**src/rtl/key_check_sequencer_pkg.sv**
```systemverilog
// rtl/key_check_sequencer_pkg.sv - shared types and constants for the key check sequencer
package key_check_sequencer_pkg;

  localparam int PK_W   = 11;
  localparam int IK_W   = 8;
  localparam int FCNT_W = 3;

  localparam logic [2:0] KEY_TAG_VALID = 3'b010;

  typedef enum logic [1:0] {
    ERR_NONE    = 2'b00,
    ERR_EMPTY   = 2'b01,
    ERR_LOCKED  = 2'b10,
    ERR_TIMEOUT = 2'b11
  } resp_err_t;

  typedef enum logic [2:0] {
    ST_IDLE    = 3'd0,
    ST_LOOKUP  = 3'd1,
    ST_ISSUE   = 3'd2,
    ST_WAIT    = 3'd3,
    ST_RESPOND = 3'd4
  } seq_state_t;

  function automatic logic [FCNT_W-1:0] fail_cnt_inc(input logic [FCNT_W-1:0] c);
    return (c == '1) ? c : c + 1'b1;
  endfunction

  function automatic logic key_is_valid(input logic [PK_W-1:0] pk);
    return pk[PK_W-1 -: 3] == KEY_TAG_VALID;
  endfunction

endpackage

```
**src/rtl/key_check_sequencer_key_table.sv**
```systemverilog
// rtl/key_check_sequencer_key_table.sv - per-account public key store with fail counting and lockout
module key_check_sequencer_key_table
  import key_check_sequencer_pkg::*;
#(
  parameter int ACCOUNTS  = 4,
  parameter int ACCT_W    = 2,
  parameter int MAX_FAILS = 3
) (
  input  logic              clock,
  input  logic              resetn,
  input  logic              wr_en,
  input  logic [ACCT_W-1:0] wr_account,
  input  logic [PK_W-1:0]   wr_public_key,
  input  logic [ACCT_W-1:0] rd_account,
  output logic [PK_W-1:0]   rd_public_key,
  output logic              rd_locked,
  input  logic              fail_clr,
  input  logic              fail_inc,
  input  logic [ACCT_W-1:0] fail_account
);

  localparam logic [FCNT_W-1:0] MAX_FAILS_C = FCNT_W'(MAX_FAILS);

  logic [PK_W-1:0]   pk_q   [ACCOUNTS];
  logic [FCNT_W-1:0] fcnt_q [ACCOUNTS];
  logic              lock_q [ACCOUNTS];

  assign rd_public_key = pk_q[rd_account];
  assign rd_locked     = lock_q[rd_account];

  // A key write to an entry overrides any fail update aimed at it in the same cycle.
  always_ff @(posedge clock or negedge resetn) begin
    if (!resetn) begin
      for (int i = 0; i < ACCOUNTS; i++) begin
        pk_q[i]   <= '0;
        fcnt_q[i] <= '0;
        lock_q[i] <= 1'b0;
      end
    end else begin
      for (int i = 0; i < ACCOUNTS; i++) begin
        if (wr_en && wr_account == ACCT_W'(i)) begin
          pk_q[i]   <= wr_public_key;
          fcnt_q[i] <= '0;
          lock_q[i] <= 1'b0;
        end else if (fail_account == ACCT_W'(i)) begin
          if (fail_clr) begin
            fcnt_q[i] <= '0;
          end else if (fail_inc) begin
            fcnt_q[i] <= fail_cnt_inc(fcnt_q[i]);
            if (fail_cnt_inc(fcnt_q[i]) >= MAX_FAILS_C) lock_q[i] <= 1'b1;
          end
        end
      end
    end
  end

endmodule

```
**src/rtl/key_check_sequencer.sv**
```systemverilog
// rtl/key_check_sequencer.sv - request sequencer driving the key verifier with timeout and lockout
module key_check_sequencer
  import key_check_sequencer_pkg::*;
#(
  parameter int ACCOUNTS  = 4,
  parameter int ACCT_W    = 2,
  parameter int TIMEOUT   = 15,
  parameter int MAX_FAILS = 3
) (
  input  logic              clock,
  input  logic              resetn,
  input  logic              req_valid,
  output logic              req_ready,
  input  logic [ACCT_W-1:0] req_account,
  input  logic [IK_W-1:0]   req_key,
  input  logic              wr_en,
  input  logic [ACCT_W-1:0] wr_account,
  input  logic [PK_W-1:0]   wr_public_key,
  output logic              vk_start,
  output logic [PK_W-1:0]   vk_public_key,
  output logic [IK_W-1:0]   vk_input_key,
  input  logic              vk_done,
  input  logic              vk_correct,
  output logic              resp_valid,
  input  logic              resp_ready,
  output logic              resp_grant,
  output logic [1:0]        resp_error,
  output logic [ACCT_W-1:0] resp_account
);

  seq_state_t        state;
  logic [ACCT_W-1:0] acct_q;
  logic [7:0]        wait_cnt;
  logic [PK_W-1:0]   rd_public_key;
  logic              rd_locked;
  logic              timeout_hit;
  logic              fail_clr;
  logic              fail_inc;

  assign timeout_hit = (wait_cnt == 8'(TIMEOUT - 1));
  // Fail bookkeeping lands on the same edge that moves WAIT into RESPOND.
  assign fail_clr = (state == ST_WAIT) && vk_done && vk_correct;
  assign fail_inc = (state == ST_WAIT) && (vk_done ? !vk_correct : timeout_hit);

  key_check_sequencer_key_table #(
    .ACCOUNTS  (ACCOUNTS),
    .ACCT_W    (ACCT_W),
    .MAX_FAILS (MAX_FAILS)
  ) u_table (
    .clock         (clock),
    .resetn        (resetn),
    .wr_en         (wr_en),
    .wr_account    (wr_account),
    .wr_public_key (wr_public_key),
    .rd_account    (acct_q),
    .rd_public_key (rd_public_key),
    .rd_locked     (rd_locked),
    .fail_clr      (fail_clr),
    .fail_inc      (fail_inc),
    .fail_account  (acct_q)
  );

  always_ff @(posedge clock or negedge resetn) begin
    if (!resetn) begin
      state         <= ST_IDLE;
      acct_q        <= '0;
      wait_cnt      <= '0;
      req_ready     <= 1'b0;
      vk_start      <= 1'b0;
      vk_public_key <= '0;
      vk_input_key  <= '0;
      resp_valid    <= 1'b0;
      resp_grant    <= 1'b0;
      resp_error    <= ERR_NONE;
      resp_account  <= '0;
    end else begin
      case (state)
        ST_IDLE: begin
          if (req_valid && req_ready) begin
            acct_q       <= req_account;
            vk_input_key <= req_key;
            req_ready    <= 1'b0;
            state        <= ST_LOOKUP;
          end else begin
            req_ready <= 1'b1;
          end
        end
        ST_LOOKUP: begin
          vk_public_key <= rd_public_key;
          resp_account  <= acct_q;
          if (!key_is_valid(rd_public_key)) begin
            resp_valid <= 1'b1;
            resp_grant <= 1'b0;
            resp_error <= ERR_EMPTY;
            state      <= ST_RESPOND;
          end else if (rd_locked) begin
            resp_valid <= 1'b1;
            resp_grant <= 1'b0;
            resp_error <= ERR_LOCKED;
            state      <= ST_RESPOND;
          end else begin
            vk_start <= 1'b1;
            state    <= ST_ISSUE;
          end
        end
        ST_ISSUE: begin
          vk_start <= 1'b0;
          wait_cnt <= '0;
          state    <= ST_WAIT;
        end
        ST_WAIT: begin
          if (vk_done) begin
            resp_valid <= 1'b1;
            resp_grant <= vk_correct;
            resp_error <= ERR_NONE;
            state      <= ST_RESPOND;
          end else if (timeout_hit) begin
            resp_valid <= 1'b1;
            resp_grant <= 1'b0;
            resp_error <= ERR_TIMEOUT;
            state      <= ST_RESPOND;
          end else begin
            wait_cnt <= wait_cnt + 8'd1;
          end
        end
        ST_RESPOND: begin
          if (resp_ready) begin
            resp_valid <= 1'b0;
            req_ready  <= 1'b1;
            state      <= ST_IDLE;
          end
        end
        default: state <= ST_IDLE;
      endcase
    end
  end

endmodule

```
**config.mk**
```make
export PLATFORM = sky130hd
export DESIGN_NAME = key_check_sequencer
export DESIGN_NICKNAME = d
export VERILOG_FILES = /design/src/rtl/key_check_sequencer_pkg.sv /design/src/rtl/key_check_sequencer_key_table.sv /design/src/rtl/key_check_sequencer.sv
export SDC_FILE = /design/constraint.sdc
export NUM_CORES = 1
export LEC_CHECK = 0
export ABC_AREA = 1
export BUFFER_PORTS_ARGS = -buffer_cell sky130_fd_sc_hd__buf_2
export CAP_MARGIN = 30
export CORE_UTILIZATION = 35
export DETAILED_ROUTE_END_ITERATION = 10
export PLACE_DENSITY = 0.56
export SLEW_MARGIN = 25
export SYNTH_ARGS = -nofsm -noshare
export SYNTH_HDL_FRONTEND = slang
export SYNTH_SLANG_ARGS = --single-unit
```
**constraint.sdc**
```tcl
create_clock -name clock -period 4.1 [get_ports clock]
set_input_delay 0.41 -clock clock [delete_from_list [all_inputs] [get_ports clock]]
set_output_delay 0.41 -clock clock [all_outputs]
set_load 0.005 [all_outputs]
```
==> summary.md <==
| Metric | Value |
|---|---|
| Post-CTS setup buffer count | `0` |
| WL per Instance | `13.01 um` |
| CP cell instances | `nor2_2, nand2_1, nand2_1, nor2_1, nor2_1, nand3_1, nand3_2, o21ai_0` |
| Worst-case clock skew | `0.009107 ns` |
| Final Non-Filler Cells | `814` |
| Syn Nets | `around 620` |
| Slew margin rel. | `49.12%` |
| Post-route setup TNS | `0 ns` |
| Num rows | `42` |
| Leak pwr | `2.761 nW` |
| Max-cap viol count | `0` |
| Largest net degree at the start of global routing | `just over 70` |
| Post-CTS sizing | `0` |
| Cell Count Post-Placement | `between 700 and 800` |
| Syn Inst Count | `approximately 580` |
| Final #Nets | `671` |
| Number of flops mapped to enable cells by yosys | `0` |
| TritonCTS clock tree | `yes` |
| # DRC | `0` |
| Post-Syn Area | `4802 um2` |
| Final hold vios | `0` |
| Logic pwr share | `32.8%` |
| Boundary pin count | `57` |
| Share of cells above drive strength 1 | `17.24%` |
| Total CTS buffers | `9` |
| Part of the Yosys area used for sequential elements | `52.11%` |
| Global-route wire length before repair | `18.52 mm` |
| Gpl congestion | `around 0.77` |
| Tmin final | `2.024 ns` |
| Die area | `14,190 um2` |
| HP Class | `input pin to register` |
| Switch share | `36.76%` |
| Die X | `119.1 um` |
| Synth Area per Inst | `8.265 um2` |
| Async set-reset flop share out of synthesis | `100.0%` |
| Fillers | `1,356` |
| 1st-pass router iterations | `4` |
| Vias in the first global route | `3,855` |
| Synth Register Bits | `100` |
| Starting density of the core | `36.12%` |
| Initial antenna violation count | `0` |
| Worst setup EP type | `register` |
| Starting DRT DRC Count | `251` |
| Worst path bufs/invs | `0` |
| Clock power frac | `a little under a quarter` |
| CP max stage delay | `0.61 ns` |
| Critical path launch point type | `register` |
| Critical path's top delay family | `simple AND/OR/NAND/NOR gates` |
| Core area | `13,300 um2` |
| Pwr per Cell Area | `~600 nW/um2` |
| Crit-path max FO | `17` |
| Worst skew pair latency | `0.34 ns` |
| Data arrival, critical path | `around 2.2 ns` |
| H-tree depth | `3` |
| Net Sw Power | `about 1.2 mW` |
| Tightest Pin Transition | `0.7624 ns` |
| Worst vdd ir | `0.2432 mV` |
| Clock slew at reported path FFs | `0.07 ns` |
| DRT Wirelength | `roughly 11 mm` |
| Post-route ant nets | `0` |
| WHS | `around 0.29 ns` |
| Worst EP required | `4.32 ns` |
| DR vias | `about 4k` |
| Kind of critical path | `register to register` |
| DP HPWL | `7.372 mm` |
| Overall power | `approximately 3.3 mW` |
| Status | `completed` |
| Grt ovf | `0` |
| Max Slew Vio Count | `0` |
| Synth warnings | `0` |
| Final setup vio count | `0` |
| # diodes | `0` |
| Port Buf Inserts | `56` |
| Clock Path Buffers | `2` |
| Seq pwr share | `43.3%` |
| Fin crit share | `slightly below 50%` |
| Slowest-stage cell, CP | `nor2_2` |
| Num Clock Sinks | `100` |
| Via density | `4.783` |
| Die height | `119.1 um` |
| Int Power | `around 2.1 mW` |
| GRT Total Usage | `about 16%` |
| FMAX | `~500 MHz` |
| Synthesis-to-layout area growth | `15.32%` |
| Root Driver | `clkbuf_16` |
| Hold-fix buffers at CTS | `0` |
| Yosys cell types | `34` |
| Main flop type after synthesis | `dfrtp_1` |
| RSZ-0062 raised after global routing | `false` |
## worst reg2reg max path, stage by stage (launching register included)
cell     delay, ns
dfrtp_1       0.58
nor2_2        0.62
nand2_1       0.10
nand2_1       0.09
nor2_1        0.05
nor2_1        0.13
nand3_1       0.13
nand3_2       0.13
o21ai_0       0.09
## cell usage in the layout, fill, tap and decap left out, drive strengths merged
cell type    Yosys  routed
a211o            1       1
inv             53      54
nand2          197     197
ha               6       6
or2              2       2
dlygate4sd3      0       1
nor2            44      44
o22ai            1       1
nand4            9       9
clkbuf           7      11
nor3             8       8
o31ai            2       2
nand3           34      34
xor2             4       4
mux2             8       8
dfrtp          100     100
o21ai           82      82
a21oi           10      10
clkinv           1       3
buf              9      58
xnor2            1       1
nand3b           2       2
## metal layers
layer  routed length (um)  track usage, %  share of wire [%]
met1                 5048           21.78                 48
met2                 4959           26.53                 47
met5                    0               0                  0
met4                  132           5.142                1.2
met3                  454           3.448                4.3
## final cells by class
| type | count | area [um2] | area share (%) |
|---|---|---|---|
| Multi-Input combinational cell | 411 | 2007 | 36.24 |
| Timing Repair Buffer | 59 | 327.8 | 5.920 |
| Inverter | 54 | 205.2 | 3.705 |
| Clock inverter | 3 | 22.52 | 0.4067 |
| Tap cell | 176 | 220.2 | 3.976 |
| Sequential cell | 100 | 2502 | 45.19 |
| Clock buffer | 11 | 252.7 | 4.564 |
## cells in the mapped netlist (6+ instances only)
master      n  area share [%]
nand2_1   194              15
dfrtp_1   100              52
o21ai_0    68             7.1
inv_1      47             3.7
nor2_1     36             2.8
nand3_1    31             3.2
a21oi_1    10             1.0
o21ai_1    10             1.0
nand4_1     9             1.2
mux2_2      8             1.9
clkbuf_1    7            0.55
ha_1        6             1.6
## worst paths after layout
check,startpoint,cells after the start,slack (ns),end
setup / recovery,acct_q[0],8,2.08,state[2]
hold / removal,resp_ready,2,0.29,state[2]
setup reg to reg,acct_q[0],8,2.08,state[2]
hold reg to reg,vk_public_key[7],2,0.47,vk_public_key[7]
max in group asynchronous,resetn,3,2.90,u_table.pk_q[30]
min in group asynchronous,resetn,2,0.51,wait_cnt[4]
## metrics by stage
step / cell area, um2 / worst slack, ns / util (%)
floorplan: 4802 / 2.669 / -
global placement: 5225 / 2.160 / 39.30
detailed placement: 5225 / 2.069 / 39.30
CTS: 5500 / 2.074 / 41.37
global route: 5538 / 1.906 / 41.65
finish: 5538 / 2.076 / 41.65
## sequential cells by signal, indices dropped and copies added (netlist names)
signal          cells
vk_input_key        8
resp_account        2
resp_grant          1
resp_valid          1
req_ready           1
u_table.fcnt_q     12
u_table.lock_q      4
vk_public_key      11
resp_error          2
wait_cnt            8
state               3
acct_q              2
u_table.pk_q       44
vk_start            1
## cells by family after synthesis
| kind of cell | count (synthesis) | share of synthesized area, % |
|---|---|---|
| AO/OA/AOI/OAI | 96 | 10.53 |
| AND/OR/NAND/NOR | 296 | 26.91 |
| adder cells (fa/ha/maj) | 6 | 1.563 |
| multiplexers | 8 | 1.876 |
| XOR/XNOR | 5 | 0.9119 |
| flip-flops | 100 | 52.11 |
| buffers and inverters | 70 | 6.097 |
## power groups by stage
stage	clock network (mW)	logic (mW)	registers, mW
after floorplan	0	0.804	1.41
after global placement	0	1.09	1.45
after detailed placement	0	1.12	1.46
after CTS	0.823	1.12	1.45
after global routing	0.851	1.28	1.48
final	0.796	1.10	1.45
(Power assumes the default switching activity.)
